$ cat config.mk
export PLATFORM = sky130hd
export DESIGN_NAME = vector_sync_filter_flat
export DESIGN_NICKNAME = d
export VERILOG_FILES = /design/src/rtl/vector_sync_filter_if.sv /design/src/rtl/vector_sync_filter.sv /design/src/flat_wrapper.sv
export SDC_FILE = /design/constraint.sdc
export NUM_CORES = 1
export LEC_CHECK = 0
export ABC_AREA = 1
export CAP_MARGIN = 10
export CORE_MARGIN = 1
export CORE_UTILIZATION = 60
export CTS_BUF_LIST = sky130_fd_sc_hd__clkbuf_4 sky130_fd_sc_hd__clkbuf_8
export DETAILED_ROUTE_END_ITERATION = 8
export PLACE_DENSITY = 0.84
export SYNTH_ARGS = -nofsm -noshare
export SYNTH_HDL_FRONTEND = slang
export SYNTH_SLANG_ARGS = --single-unit
export TNS_END_PERCENT = 10
$ cat constraint.sdc
create_clock -name clock -period 1.87 [get_ports clock]
set_clock_uncertainty 0.2 [all_clocks]
set_input_delay 0.2805 -clock clock [delete_from_list [all_inputs] [get_ports clock]]
set_output_delay 0.2805 -clock clock [all_outputs]
set_load 0.02 [all_outputs]
$ cat src/rtl/vector_sync_filter_if.sv
// rtl/vector_sync_filter_if.sv - vector bundle between an async source and the sync filter
interface vector_sync_filter_if #(
  parameter int pWIDTH = 18
);
  logic [pWIDTH-1:0] ivector;
  logic [pWIDTH-1:0] ovector;
  logic              ochange;
  logic [pWIDTH-1:0] ochange_mask;

  modport master (
    output ivector,
    input  ovector,
    input  ochange,
    input  ochange_mask
  );

  modport slave (
    input  ivector,
    output ovector,
    output ochange,
    output ochange_mask
  );
endinterface

$ cat src/rtl/vector_sync_filter.sv
// rtl/vector_sync_filter.sv - multi-stage vector synchroniser with per-bit or coherent deglitch filter
module vector_sync_filter #(
  parameter int                pWIDTH     = 18,
  parameter int                pREG_DEPTH = 3,
  parameter int                pFILTER    = 4,
  parameter int                pCOHERENT  = 0,
  parameter logic [pWIDTH-1:0] pRESET_VAL = '0
) (
  input  logic                 clock,
  input  logic                 rst_n,
  vector_sync_filter_if.slave  vbus
);

  localparam int             CW       = (pFILTER > 1) ? $clog2(pFILTER) : 1;
  localparam logic [CW-1:0]  CNT_LAST = CW'(pFILTER - 1);

  logic [pWIDTH-1:0] chain [pREG_DEPTH];
  logic [pWIDTH-1:0] s;
  logic [pWIDTH-1:0] cand;
  logic [pWIDTH-1:0] ovector;
  logic [pWIDTH-1:0] next_ov;
  logic [pWIDTH-1:0] commit;
  logic              ochange;
  logic [pWIDTH-1:0] ochange_mask;

  // chain[0] is the only stage allowed to go metastable
  always_ff @(posedge clock or negedge rst_n) begin
    if (!rst_n) begin
      for (int i = 0; i < pREG_DEPTH; i++) chain[i] <= pRESET_VAL;
      cand <= pRESET_VAL;
    end else begin
      chain[0] <= vbus.ivector;
      for (int i = 1; i < pREG_DEPTH; i++) chain[i] <= chain[i-1];
      cand <= s;
    end
  end

  assign s = chain[pREG_DEPTH-1];

  generate
    if (pCOHERENT != 0) begin : g_coh
      logic [CW-1:0] cnt;
      logic          hit;

      assign hit    = (s == cand) && (cand != ovector) && (cnt == CNT_LAST);
      assign commit = {pWIDTH{hit}};

      // any movement on any bit restarts the shared count, absorbing bus skew
      always_ff @(posedge clock or negedge rst_n) begin
        if (!rst_n)
          cnt <= '0;
        else if ((s != cand) || (cand == ovector) || hit)
          cnt <= '0;
        else
          cnt <= cnt + CW'(1);
      end
    end else begin : g_bit
      for (genvar i = 0; i < pWIDTH; i++) begin : g_unit
        logic [CW-1:0] cnt;
        logic          hit;

        assign hit       = (s[i] == cand[i]) && (cand[i] != ovector[i]) && (cnt == CNT_LAST);
        assign commit[i] = hit;

        always_ff @(posedge clock or negedge rst_n) begin
          if (!rst_n)
            cnt <= '0;
          else if ((s[i] != cand[i]) || (cand[i] == ovector[i]) || hit)
            cnt <= '0;
          else
            cnt <= cnt + CW'(1);
        end
      end
    end
  endgenerate

  assign next_ov = (ovector & ~commit) | (cand & commit);

  always_ff @(posedge clock or negedge rst_n) begin
    if (!rst_n) begin
      ovector      <= pRESET_VAL;
      ochange      <= 1'b0;
      ochange_mask <= '0;
    end else begin
      ovector      <= next_ov;
      ochange      <= |commit;
      ochange_mask <= ovector ^ next_ov;
    end
  end

  assign vbus.ovector      = ovector;
  assign vbus.ochange      = ochange;
  assign vbus.ochange_mask = ochange_mask;

endmodule

$ cat src/flat_wrapper.sv
// flat-port wrapper written by rule: the top's interface ports become plain ports
module vector_sync_filter_flat 
#(
  parameter int                pWIDTH     = 18,
  parameter int                pREG_DEPTH = 3,
  parameter int                pFILTER    = 4,
  parameter int                pCOHERENT  = 0,
  parameter logic [pWIDTH-1:0] pRESET_VAL = '0
)
  (clock, rst_n, vbus_ivector, vbus_ovector, vbus_ochange, vbus_ochange_mask);
  vector_sync_filter_if #(.pWIDTH(pWIDTH)) vbus_i ();
  input  logic clock;
  input  logic rst_n;
  input wire logic [$bits(vbus_i.ivector)-1:0] vbus_ivector;
  output wire logic [$bits(vbus_i.ovector)-1:0] vbus_ovector;
  output wire logic [$bits(vbus_i.ochange)-1:0] vbus_ochange;
  output wire logic [$bits(vbus_i.ochange_mask)-1:0] vbus_ochange_mask;
  assign vbus_i.ivector = vbus_ivector;
  assign vbus_ovector = vbus_i.ovector;
  assign vbus_ochange = vbus_i.ochange;
  assign vbus_ochange_mask = vbus_i.ochange_mask;
  vector_sync_filter #(.pWIDTH(pWIDTH), .pREG_DEPTH(pREG_DEPTH), .pFILTER(pFILTER), .pCOHERENT(pCOHERENT), .pRESET_VAL(pRESET_VAL)) u_core (.clock(clock), .rst_n(rst_n), .vbus(vbus_i));
endmodule
==> run summary, run 1 <==
final wirelength: 7730 µm
DIE HEIGHT: 92.5 µm
flops & latches, synth: 145
post-route ant nets: 0
I/O pins: 57
DP Area: 0.00565 mm²
Core ar.: 0.00781 mm²
Post-synth EDFFs: 0
post-synth top area cell: dfrtp_1
routability cong.: 0.828
Finish-stage setup viols: 0
Buf/Inv on CP: 1
largest net degree at the start of global routing: 53
Syn Area/Cell: 12.0 µm²
initial antenna violation count: 0
share of cells above drive strength 1: 10.8%
power density over the cells: 1110 mW/mm²
CP max FO: 1
Max clock buf depth: 2
largest family of logic cells by synthesized area: simple AND/OR/NAND/NOR gates
Mapped Area: 0.00491 mm²
H-tree depth: 4
Area contributors post-synth: dfrtp_1 (74%), nand2_1 (5.3%), inv_1 (5.0%), ha_1 (4.6%), nor2_1 (4.2%)
Reg area: 0.00363 mm²
Num CTS Buffers: 17
Slew Limit Fails: 0
TritonCTS clock tree: built
Seq/Total Area, Yosys: 73.9%
router iterations before antenna repair: 4
# Post-CTS Setup Buffers: 0
Leakage: 3.34 nW
first-pass GRT wire length: 13000 µm
Hold Path Cell Cnt: 1
gr usage total: 20.5%
total congestion overflow: 0
DRT iter0 DRCs: 146
synthesis warning total: 0
CP delay by family, top: buffers and inverters
simple-gate portion of the synthesized area: 13.5%
max_slew headroom: 72.9%
Vias/cell: 4.89
max_cap viols: 0
Detail Placement HPWL: 5410 µm
slowest cell delay on critical path: 0.60 ns
Die Wd: 92.5 µm
critical path depth in cells: 1
Final Util: 77.5%
Hold/Removal Path Class: in -> reg
Setup TNS: 0 ns
CP Launch Type: register
vias in the first global route: 2993
Max Freq: 547 MHz
Fill cells: 491
Synth Instances: 408
Worst Setup End Kind: output port
CTS clock-pin slew for the worst setup and hold paths: 0.08 ns
xor/xnor share of the synthesized area: 0%
final non-filler cell total: 603
asr flop ratio synth: 100%
fin crit period: 1.83 ns
ant diodes: 0
post-detailed-route wirelength per cell: 12.8 µm
Layout area overhead: 23.2%
Initial Util: 62.9%
final net count: 526
TritonCTS Sinks: 145
count leader, synth: dfrtp_1
clock latency on the worst-skew pair: 0.42 ns
DP Cell Count: 570
period utilisation layout: 97.8%
footprint of the multi-input gates: 0.00102 mm²
mux share of post-synthesis cell area: 0%
Worst Max-Slew Pin Slew: 0.407 ns
CTS root buf: clkbuf_8
CP arrival: 1.35 ns
CP cell instances: clkdlybuf4s50_1
Hold Fails Final Rpt: 0
Placement Rows: 32
design area: 0.00605 mm²
commonest cells in the synthesized netlist: dfrtp_1 (145), nand2_1 (69), inv_1 (66), nor2_1 (55), ha_1 (18)
DRC Markers: 0
CP max stage cell: clkdlybuf4s50_1
die area: 0.00855 mm²
PortBufs: 56
Critical Path RT: 1.39 ns
Synth top area share: 73.9%
Worst Reg-to-Reg Cells: 7
count of cell types in the netlist: 14
Compound-Gate Fraction of Synth Area: 2.68%
syn nets: 446
Via Count: 2950
worst vdd ir: 0.628 mV
Final Power: 0.00670 W
RSZ-0062 raised after global routing: no
fraction of the mapped netlist area in adder cells: 4.59%
crit path kind: reg -> out
status: finished, final reports clean
Main synth FF type: dfrtp_1
==> path summary, 6_finish.rpt <==
kind	from	end	slack (ns)
min in group asynchronous	rst_n	u_core.cand[3]	0.15
setup reg to reg	u_core.g_bit.g_unit[10].cnt[0]	u_core.vbus.ochange	0.43
hold reg to reg	u_core.chain[30]	u_core.s[12]	0.15
max in group asynchronous	rst_n	u_core.vbus.ochange_mask[2]	0.71
hold / removal	vbus_ivector[11]	u_core.chain[47]	0.09
setup / recovery	u_core.vbus.ochange_mask[16]	vbus_ochange_mask[16]	0.04
==> layout by cell type (no fill, tap or decap), types with 2 or more instances in the layout <==
| cell | count |
|---|---|
| inv_1 | 66 |
| o21ai_0 | 3 |
| nand3_1 | 13 |
| dfrtp_1 | 145 |
| buf_4 | 2 |
| nor2_1 | 55 |
| clkinv_2 | 4 |
| o21bai_1 | 3 |
| ha_1 | 18 |
| clkbuf_8 | 18 |
| inv_2 | 4 |
| nand3_2 | 6 |
| bufinv_16 | 2 |
| o22ai_1 | 15 |
| nand4_1 | 2 |
| dlygate4sd2_1 | 20 |
| buf_12 | 2 |
| nand2_1 | 69 |
| dlymetal6s2s_1 | 7 |
| clkinvlp_4 | 3 |
| nand3b_1 | 2 |
| clkdlybuf4s50_1 | 28 |
| clkinv_4 | 3 |
| nand2_2 | 7 |
==> cell type report <==
class                   count  area share (%)
inverters                  70            4.34
clock buffers              19            4.22
repair buffers             61            10.2
flip-flops and latches    145            60.0
well taps                 102            2.11
multi-input cells         193            16.8
clock inverters            13            2.28
==> timing repair <==
action,CTS,global route
hold endpoints to repair,145,0
resized for setup,20,7
hold buffers,1,0
setup endpoints to repair,20,7
==> metrics by stage <==
step                hold WS, ns  worst slack (ns)
floorplan                -0.215             0.537
global placement         0.0261             0.401
detailed placement       0.0288             0.367
CTS                      0.0687           0.00151
global route             0.0764           0.00243
finish                   0.0931            0.0410
==> sequential cells by signal, indices dropped and copies added, names as in the netlist <==
register                  count
u_core.s                     18
u_core.vbus.ovector          18
u_core.chain                 36
u_core.g_bit.g_unit.cnt      36
u_core.vbus.ochange_mask     18
u_core.cand                  18
u_core.vbus.ochange           1
==> metal layers <==
layer	GRT usage (%)	wire length, µm
met5	0	0
met3	5.25	291
met4	10.7	168
met2	34.5	4050
met1	24.3	3220
==> power breakdown <==
| group | switching, W | total, W | internal, W | leakage (nW) |
|---|---|---|---|---|
| clock network | 0.00112 | 0.00236 | 0.00123 | 0.195 |
| logic | 0.000489 | 0.000791 | 0.000302 | 1.31 |
| registers | 0.000147 | 0.00355 | 0.00341 | 1.83 |
| total | 0.00176 | 0.00670 | 0.00494 | 3.34 |
==> logic make-up after synthesis <==
kind of cell | count (synthesis)
adder cells (fa/ha/maj) | 18
AO/OA/AOI/OAI | 21
buffers and inverters | 70
AND/OR/NAND/NOR | 154
flip-flops | 145
Note: power is estimated with default switching activity, not from simulation.
==> inputs of run 2 (changes only) <==
PLACE_DENSITY = 0.94   (was 0.84)
==> run summary, run 2 (synthesized netlist as in run 1, its figures left out) <==
ant diodes: 0
clock latency on the worst-skew pair: 0.42 ns
worst vdd ir: 0.897 mV
TritonCTS Sinks: 145
CP Launch Type: register
TritonCTS clock tree: built
RSZ-0062 raised after global routing: no
Detail Placement HPWL: 5520 µm
DRT iter0 DRCs: 164
footprint of the multi-input gates: 0.00102 mm²
Vias/cell: 4.84
post-route ant nets: 0
post-detailed-route wirelength per cell: 12.9 µm
Leakage: 3.41 nW
initial antenna violation count: 0
largest net degree at the start of global routing: 47
setup slack, reg-to-reg: 0.31 ns
Critical Path RT: 1.39 ns
CP cell instances: clkdlybuf4s50_1
max_cap viols: 0
fin crit period: 1.82 ns
Hold Fails Final Rpt: 0
CP max FO: 1
DRC Markers: 0
Worst Hold End: u_core.chain[45]
min-delay src: vbus_ivector[9]
CP arrival: 1.34 ns
CTS root buf: clkbuf_8
vias in the first global route: 3065
Placement Rows: 32
Max clock buf depth: 2
Fill cells: 474
share of cells above drive strength 1: 10.6%
Max Freq: 548 MHz
Setup TNS: 0 ns
reg-to-reg endpoint: u_core.vbus.ochange
H-tree depth: 4
PortBufs: 56
routability cong.: 0.720
gr usage total: 20.5%
router iterations before antenna repair: 4
Layout area overhead: 23.9%
most common cell after layout, fill and taps aside: dfrtp_1
max_slew headroom: 71.8%
power density over the cells: 1130 mW/mm²
Num CTS Buffers: 17
final wirelength: 7780 µm
Reg area: 0.00363 mm²
first-pass GRT wire length: 13200 µm
worst reg2reg startpoint: u_core.g_bit.g_unit[7].cnt[0]
Final Power: 0.00684 W
CP max stage cell: clkdlybuf4s50_1
Worst Max-Slew Pin Slew: 0.422 ns
Slew Limit Fails: 0
Hold Path Cell Cnt: 1
die area: 0.00855 mm²
DIE HEIGHT: 92.5 µm
status: finished, final reports clean
CP delay by family, top: buffers and inverters
crit path kind: reg -> out
Via Count: 2913
slowest cell delay on critical path: 0.59 ns
period utilisation layout: 97.5%
Worst Setup End Kind: output port
Finish-stage setup viols: 0
biggest regs: u_core.chain: 36 flops, u_core.g_bit.g_unit.cnt: 36 flops
Die Wd: 92.5 µm
most frequent cells in the layout: dfrtp_1 (145), nand2_1 (69), inv_1 (66), nor2_1 (55), clkdlybuf4s50_1 (27)
final net count: 526
Buf/Inv on CP: 1
Core ar.: 0.00781 mm²
Worst Reg-to-Reg Cells: 7
Initial Util: 62.9%
I/O pins: 57
CTS clock-pin slew for the worst setup and hold paths: 0.08 ns
Hold/Removal Path Class: in -> reg
total congestion overflow: 0
run 2: layout make-up:
type | count | area share, %
Multi-Input combinational cell | 193 | 16.7
Tap cell | 102 | 2.10
Sequential cell | 145 | 59.7
Clock inverter | 10 | 2.22
Inverter | 70 | 4.32
Timing Repair Buffer | 61 | 10.4
Clock buffer | 21 | 4.55
run 2: worst max-delay path by stage:
stage / depth (start not counted) / end / startpoint
after global routing: 1 / vbus_ochange_mask[13] / u_core.vbus.ochange_mask[13]
after floorplan: 9 / u_core.vbus.ochange / u_core.vbus.ovector[10]
after global placement: 7 / u_core.vbus.ochange / u_core.g_bit.g_unit[7].cnt[0]
after detailed placement: 7 / u_core.vbus.ochange / u_core.g_bit.g_unit[7].cnt[0]
after CTS: 1 / vbus_ochange_mask[14] / u_core.vbus.ochange_mask[14]
final: 1 / vbus_ochange_mask[13] / u_core.vbus.ochange_mask[13]
run 2: timing repair:
item,CTS,global route
resized for setup,17,11
hold buffers,1,0
hold endpoints to repair,127,0
setup buffers,0,0
setup endpoints to repair,17,11
run 2: where the power goes:
group / internal [W] / switching [W]
Sequential: 0.00341 / 0.000148
Clock: 0.00141 / 0.00107
Combinational: 0.000314 / 0.000494
Total: 0.00513 / 0.00171
run 2: per-layer routing:
metal	up-vias	GRT usage (%)	wire, µm
met4	0	8.98	140
met1	1422	23.5	3170
met3	15	5.83	271
met2	56	35.9	4190
li1	1420	-	-
met5	-	0	0
run 2: per-stage QoR:
step	setup slack (ns)	hold slack, ns	cell area (µm²)	cells	util, %
after detailed placement	0.308	0.0357	5650	570	72.4
after global placement	0.358	0.0322	5650	570	72.4
final	0.0462	0.0869	6080	602	77.9
after global routing	0.00109	0.0728	6080	602	77.9
after floorplan	0.537	-0.215	4910	408	-
after CTS	0.00109	0.0713	6050	602	77.5
